`src/rtl/image_process_ctrl.sv`:
```
// rtl/image_process_ctrl.sv - frame-aligned admission gate, config shadowing and geometry check for the pixel pipeline
module image_process_ctrl #(
  parameter int DATA_WIDTH = 8,
  parameter int IMG_WIDTH  = 640,
  parameter int IMG_HEIGHT = 480,
  parameter int CNT_W      = 12
) (
  input  logic                    clk,
  input  logic                    rst_n,
  input  logic                    start,
  input  logic                    stop,
  input  logic                    single,
  input  logic [DATA_WIDTH-1:0]   cfg_threshold,
  input  logic [1:0]              cfg_out_sel,
  input  logic                    in_valid,
  input  logic                    in_hsync,
  input  logic                    in_vsync,
  input  logic [3*DATA_WIDTH-1:0] in_rgb,
  output logic                    pipe_valid,
  output logic                    pipe_hsync,
  output logic                    pipe_vsync,
  output logic [3*DATA_WIDTH-1:0] pipe_rgb,
  output logic [DATA_WIDTH-1:0]   act_threshold,
  output logic [1:0]              act_out_sel,
  output logic                    busy,
  output logic                    frame_done,
  output logic                    frame_err,
  output logic [CNT_W-1:0]        last_lines,
  output logic [15:0]             frame_cnt
);

  typedef enum logic [1:0] {S_IDLE, S_ARMED, S_RUN, S_STOPPING} state_t;

  localparam logic [DATA_WIDTH-1:0] THR_RST = DATA_WIDTH'(50);
  localparam logic [1:0]            SEL_RST = 2'd2;
  localparam logic [CNT_W-1:0]      CNT_MAX = '1;
  localparam logic [CNT_W-1:0]      W_EXP   = CNT_W'(IMG_WIDTH);
  localparam logic [CNT_W-1:0]      H_EXP   = CNT_W'(IMG_HEIGHT);

  state_t                    state_q, state_d;
  logic                      single_q, single_d;
  logic                      prev_vsync_q, prev_hsync_q;
  logic                      pipe_valid_q, pipe_hsync_q, pipe_vsync_q;
  logic [3*DATA_WIDTH-1:0]   pipe_rgb_q;
  logic [DATA_WIDTH-1:0]     thr_q;
  logic [1:0]                sel_q;
  logic [CNT_W-1:0]          pix_q, pix_d, line_q, line_d;
  logic                      err_q, err_d;
  logic                      done_q, ferr_q;
  logic [CNT_W-1:0]          last_lines_q;
  logic [15:0]               frame_cnt_q;

  logic vs_rise, vs_fall, hs_fall, pass;

  assign vs_rise = in_vsync & ~prev_vsync_q;
  assign vs_fall = ~in_vsync & prev_vsync_q;
  assign hs_fall = ~in_hsync & prev_hsync_q;

  // A frame is admitted only from its vsync rise; the vs_fall cycle itself is still passed
  assign pass = (state_q == S_RUN) || (state_q == S_STOPPING) ||
                ((state_q == S_ARMED) && vs_rise && !stop);

  // Sequencer next state; stop has priority over start, and a stop landing on the
  // frame's own vs_fall ends the run right there instead of admitting another frame
  always_comb begin
    state_d  = state_q;
    single_d = single_q;
    case (state_q)
      S_IDLE: begin
        if (start && !stop) begin
          state_d  = S_ARMED;
          single_d = single;
        end
      end
      S_ARMED: begin
        if (stop)         state_d = S_IDLE;
        else if (vs_rise) state_d = S_RUN;
      end
      S_RUN: begin
        if (vs_fall)   state_d = (single_q || stop) ? S_IDLE : S_RUN;
        else if (stop) state_d = S_STOPPING;
      end
      S_STOPPING: begin
        if (vs_fall) state_d = S_IDLE;
      end
      default: state_d = S_IDLE;
    endcase
  end

  // Geometry counters; a line closing on the vs_fall cycle is folded in before end-of-frame
  always_comb begin
    pix_d  = pix_q;
    line_d = line_q;
    err_d  = err_q;
    if (pass) begin
      if (vs_rise) begin
        pix_d  = '0;
        line_d = '0;
        err_d  = 1'b0;
      end else if (hs_fall) begin
        line_d = (line_q == CNT_MAX) ? line_q : line_q + 1'b1;
        err_d  = err_q | (pix_q != W_EXP);
        pix_d  = '0;
      end else if (in_valid && in_hsync && (pix_q != CNT_MAX)) begin
        pix_d = pix_q + 1'b1;
      end
    end
  end

  // State, edge history, gated pipe stage, shadow config and frame status registers
  always_ff @(posedge clk) begin
    if (!rst_n) begin
      state_q      <= S_IDLE;
      single_q     <= 1'b0;
      prev_vsync_q <= 1'b0;
      prev_hsync_q <= 1'b0;
      pipe_valid_q <= 1'b0;
      pipe_hsync_q <= 1'b0;
      pipe_vsync_q <= 1'b0;
      pipe_rgb_q   <= '0;
      thr_q        <= THR_RST;
      sel_q        <= SEL_RST;
      pix_q        <= '0;
      line_q       <= '0;
      err_q        <= 1'b0;
      done_q       <= 1'b0;
      ferr_q       <= 1'b0;
      last_lines_q <= '0;
      frame_cnt_q  <= '0;
    end else begin
      state_q      <= state_d;
      single_q     <= single_d;
      prev_vsync_q <= in_vsync;
      prev_hsync_q <= in_hsync;
      pipe_valid_q <= pass & in_valid;
      pipe_hsync_q <= pass & in_hsync;
      pipe_vsync_q <= pass & in_vsync;
      pipe_rgb_q   <= in_rgb;
      if (pass && vs_rise) begin
        thr_q <= cfg_threshold;
        sel_q <= (cfg_out_sel == 2'd3) ? 2'd2 : cfg_out_sel;
      end
      pix_q  <= pix_d;
      line_q <= line_d;
      err_q  <= err_d;
      done_q <= pass & vs_fall;
      if (pass && vs_fall) begin
        ferr_q       <= err_d | (line_d != H_EXP);
        last_lines_q <= line_d;
        frame_cnt_q  <= frame_cnt_q + 16'd1;
      end else begin
        ferr_q <= 1'b0;
      end
    end
  end

  assign pipe_valid    = pipe_valid_q;
  assign pipe_hsync    = pipe_hsync_q;
  assign pipe_vsync    = pipe_vsync_q;
  assign pipe_rgb      = pipe_rgb_q;
  assign act_threshold = thr_q;
  assign act_out_sel   = sel_q;
  assign busy          = (state_q != S_IDLE);
  assign frame_done    = done_q;
  assign frame_err     = ferr_q;
  assign last_lines    = last_lines_q;
  assign frame_cnt     = frame_cnt_q;

endmodule

```
`config.mk`:
```
export PLATFORM = sky130hd
export DESIGN_NAME = image_process_ctrl
export DESIGN_NICKNAME = d
export VERILOG_FILES = /design/src/rtl/image_process_ctrl.sv
export SDC_FILE = /design/constraint.sdc
export NUM_CORES = 1
export LEC_CHECK = 0
export CORE_MARGIN = 2
export CORE_UTILIZATION = 43
export CTS_CLUSTER_DIAMETER = 80
export DETAILED_ROUTE_END_ITERATION = 8
export GPL_TIMING_DRIVEN = 0
export PLACE_DENSITY = 0.79
export SKIP_LAST_GASP = 1
export SLEW_MARGIN = 0
export SYNTH_ARGS = -nofsm -noshare
export SYNTH_HDL_FRONTEND = slang
export SYNTH_SLANG_ARGS = --single-unit
```
`constraint.sdc`:
```
create_clock -name clk -period 2.5 [get_ports clk]
set_clock_uncertainty 0.05 [all_clocks]
set_input_delay 0.375 -clock clk [delete_from_list [all_inputs] [get_ports clk]]
set_output_delay 0.375 -clock clk [all_outputs]
set_load 0.05 [all_outputs]
```
==> impl_metrics.csv <==
group,metric,value,unit
clocking,cts-hold-fix-buffers,0,
detailed_routing,drc,0,
grt,grt_max_degree,18,
synthesis,syn_area,4000,sq um
detailed_routing,wl_per_cell,14.3,um
power_and_ir_drop,p_leak,1.94,nW
finish,final_nets,601,
synthesis,ys_types,51,
die,die_h,100,um
synthesis,synth_seq_area_share,48.5,%
setup_path,crit_path_max_incr_delay,0.52,ns
synthesis,async_reset_ff_share,0,%
setup_path,path_cells,"dlygate4sd2_1, nand4bb_4, a21o_1, buf_6, or4_1, o21ai_2, or3b_1, o31a_1",
setup_path,critPathRequiredTime,2.71,ns
synthesis,avgSynthCellArea,9.22,sq um
sta,tightest_slew,0.605,ns
sta,rsz0062_at_grt,"false",
setup_path,cpMaxStageDelayCell,"or4_1",
grt,gr-total-overflow,0,
sta,fin_ws,0.0895,ns
die,die_area,10100,sq um
synthesis,synthTopCellsByArea,"dfxtp_1 (49%), and2_1 (8.3%), xnor2_1 (5.7%)",
clocking,cts_sinks,97,
sta,hold_violations,0,
place,dpl_cell_area,5220,sq um
sta,maxSlewViolCount,0,
grt,antenna_found_initial,0,
sta,period_minus_slack,2.41,ns
setup_path,crit_fanout,10,
detailed_routing,postRouteAntennaNets,0,
setup_path,worst-setup-path-type,"input port to flip-flop",
grt,grt_pass1_wl,15800,um
finish,area_delta_synth_final,36.4,%
sta,finalCritPeriodShare,96.4,%
grt,grtUsageTotal,19.7,%
clocking,cts_tree,"done",
synthesis,synth_edf_count,0,
setup_path,cp.arrival,2.62,ns
job,cap_violations,0,
status,outcome,"finished clean",
sta,slew_headroom,59.2,%
power_and_ir_drop,ir_drop,0.295,mV
detailed_routing,routed_wirelength,9590,um
hold_path,hp-class,"input port to flip-flop",
place,portBuffers,108,
synthesis,synth_top_cell_by_area,"dfxtp_1",
setup_path,worstSetupStartpointType,"input port",
place,place.gp.congestion,0.899,
finish,drive_gt1_share,6.96,%
detailed_routing,num_vias,3509,
sta,finalSetupTns,0,ns
power_and_ir_drop,power.density,523,nW/um^2
die,core_area,9150,sq um
clocking,clock-root-buffer,"clkbuf_8",
die,start_util,43.7,%
synthesis,ys.flop_type,"dfxtp_1",
setup_path,r2r_cells,7,
sta,fmax,0.415,GHz
place,place_worst_setup_slack,-0.662,ns
synthesis,ys_seq_elements,97,
die,die_w,100,um
sta,setup_violations,0,
synthesis,netlist_instances,434,
clocking,cts_buffers,9,
clocking,clock_path_buffers,2,
die,rows,35,
clocking,htree_levels,3,
clocking,clock_latency,0.36,ns
setup_path,cp-end-kind,"flip-flop",
detailed_routing,first_pass_iters,4,
finish,insertedDiodeCount,0,
synthesis,yosys_warnings,0,
die,ioPinCount,110,
hold_path,hold_depth,2,
clocking,clkTransAtPathRegs,0.10,ns
synthesis,synth_top_cell_area_share,48.5,%
grt,grt_pass1_vias,3445,
finish,fin_area,5460,sq um
sta,whs,0.350,ns
synthesis,synth_nets,480,
finish,fillCellCount,794,
place,dp_hpwl,7150,um
detailed_routing,vias_per_cell,5.23,
detailed_routing,drt_iter0_markers,129,
==> worst max-delay path, delay by kind of cell <==
kind	cells	cell delay, ns
buffers and inverters	2	0.44
AOI/OAI and AO/OA	3	0.62
and+or+nand+nor	3	1.18
==> timing repair <==
item,in CTS,in global routing
gates resized for setup,10,6
pin swaps,1,1
endpoints found under the setup margin,9,6
buffers inserted,1,1
==> stage by stage <==
| step | instances | utilization, % | total power [mW] |
|---|---|---|---|
| finish | 671 | 59.7 | 2.86 |
| global route | 671 | 59.7 | 2.96 |
| CTS | 670 | 59.4 | 2.88 |
| detailed placement | 653 | 57.1 | 1.95 |
| global placement | 653 | 57.1 | 1.94 |
| floorplan | 434 | - | 1.80 |
==> report_power, final <==
group	switching [mW]	internal (mW)
clock network	0.565	0.377
registers	0.0144	1.58
logic	0.186	0.139
==> final cells by class <==
cell class | instances | area [sq um] | area share (%)
Timing Repair Buffer | 110 | 1100 | 20.1
Buffer | 18 | 86.3 | 1.58
Inverter | 6 | 22.5 | 0.412
Sequential cell | 97 | 1940 | 35.6
Tap cell | 111 | 139 | 2.54
Clock inverter | 6 | 50.0 | 0.917
Clock buffer | 10 | 128 | 2.34
Multi-Input combinational cell | 313 | 1990 | 36.5
==> cell usage after synthesis, types with 3 or more instances <==
cell,instances
dfxtp_1,97
and2_1,53
nand2_1,51
nor2_1,28
xnor2_1,26
nand3_1,20
o21ai_0,18
clkbuf_1,16
a21boi_0,12
nor3_1,10
nand4_1,8
and3_1,7
a21oi_1,6
inv_1,6
nor4_1,6
or3_1,5
ha_1,4
mux2i_1,4
nand4b_1,4
o31ai_1,4
nand2b_1,3
nand3b_1,3
nor2b_1,3
nor3b_1,3
o211ai_1,3
==> cell families (layout without fill, tap and decap cells) <==
family                   after synthesis  count (layout)  share of synthesized area, %
flip-flops                            97              97                          48.5
adder cells (fa/ha/maj)                4               4                          1.25
AND/OR/NAND/NOR                      224             224                          31.5
AO/OA/AOI/OAI                         53              53                          8.88
buffers and inverters                 24             150                          2.69
multiplexers                           4               4                          1.00
XOR/XNOR                              28              28                          6.13
==> registers in the layout, indices dropped and copies added, names as in the netlist, 2 cells and up <==
register,count
pix_q,12
line_q,12
act_out_sel,2
pipe_rgb,24
state_q,2
last_lines,12
act_threshold,8
frame_cnt,16
==> metal layers <==
layer	track usage, %	share of wire (%)
met5	0	0
met4	6.74	1.5
met1	24.1	43
met3	6.03	7.5
met2	32.9	48
==> final timing paths <==
kind | startpoint | to | slack (ns)
worst max-delay path | stop | frame_err | 0.09
worst min register to register | act_threshold[6] | act_threshold[6] | 0.42
worst max register to register | prev_vsync_q | frame_err | 0.09
worst min-delay path | in_hsync | prev_hsync_q | 0.35
==> layout by cell type, fill, tap and decap left out, types with 3 or more instances in the layout <==
cell type | Yosys | layout
nor2_1 | 28 | 28
o31ai_1 | 4 | 3
dfxtp_1 | 97 | 95
ha_1 | 4 | 3
mux2i_1 | 4 | 4
nand4_1 | 8 | 8
a21oi_1 | 6 | 5
nand3_1 | 20 | 20
o211ai_1 | 3 | 3
nor3b_1 | 3 | 3
clkdlybuf4s50_1 | 0 | 104
inv_1 | 6 | 6
o21ai_0 | 18 | 17
a21boi_0 | 12 | 12
xnor2_1 | 26 | 26
and3_1 | 7 | 7
nor2b_1 | 3 | 3
nand2_1 | 51 | 51
nor3_1 | 10 | 9
clkbuf_8 | 1 | 10
nand3b_1 | 3 | 3
nand4b_1 | 4 | 4
nor4_1 | 6 | 6
or3_1 | 5 | 5
clkbuf_1 | 16 | 16
and2_1 | 53 | 53
Power figures use the tool's default switching activity.
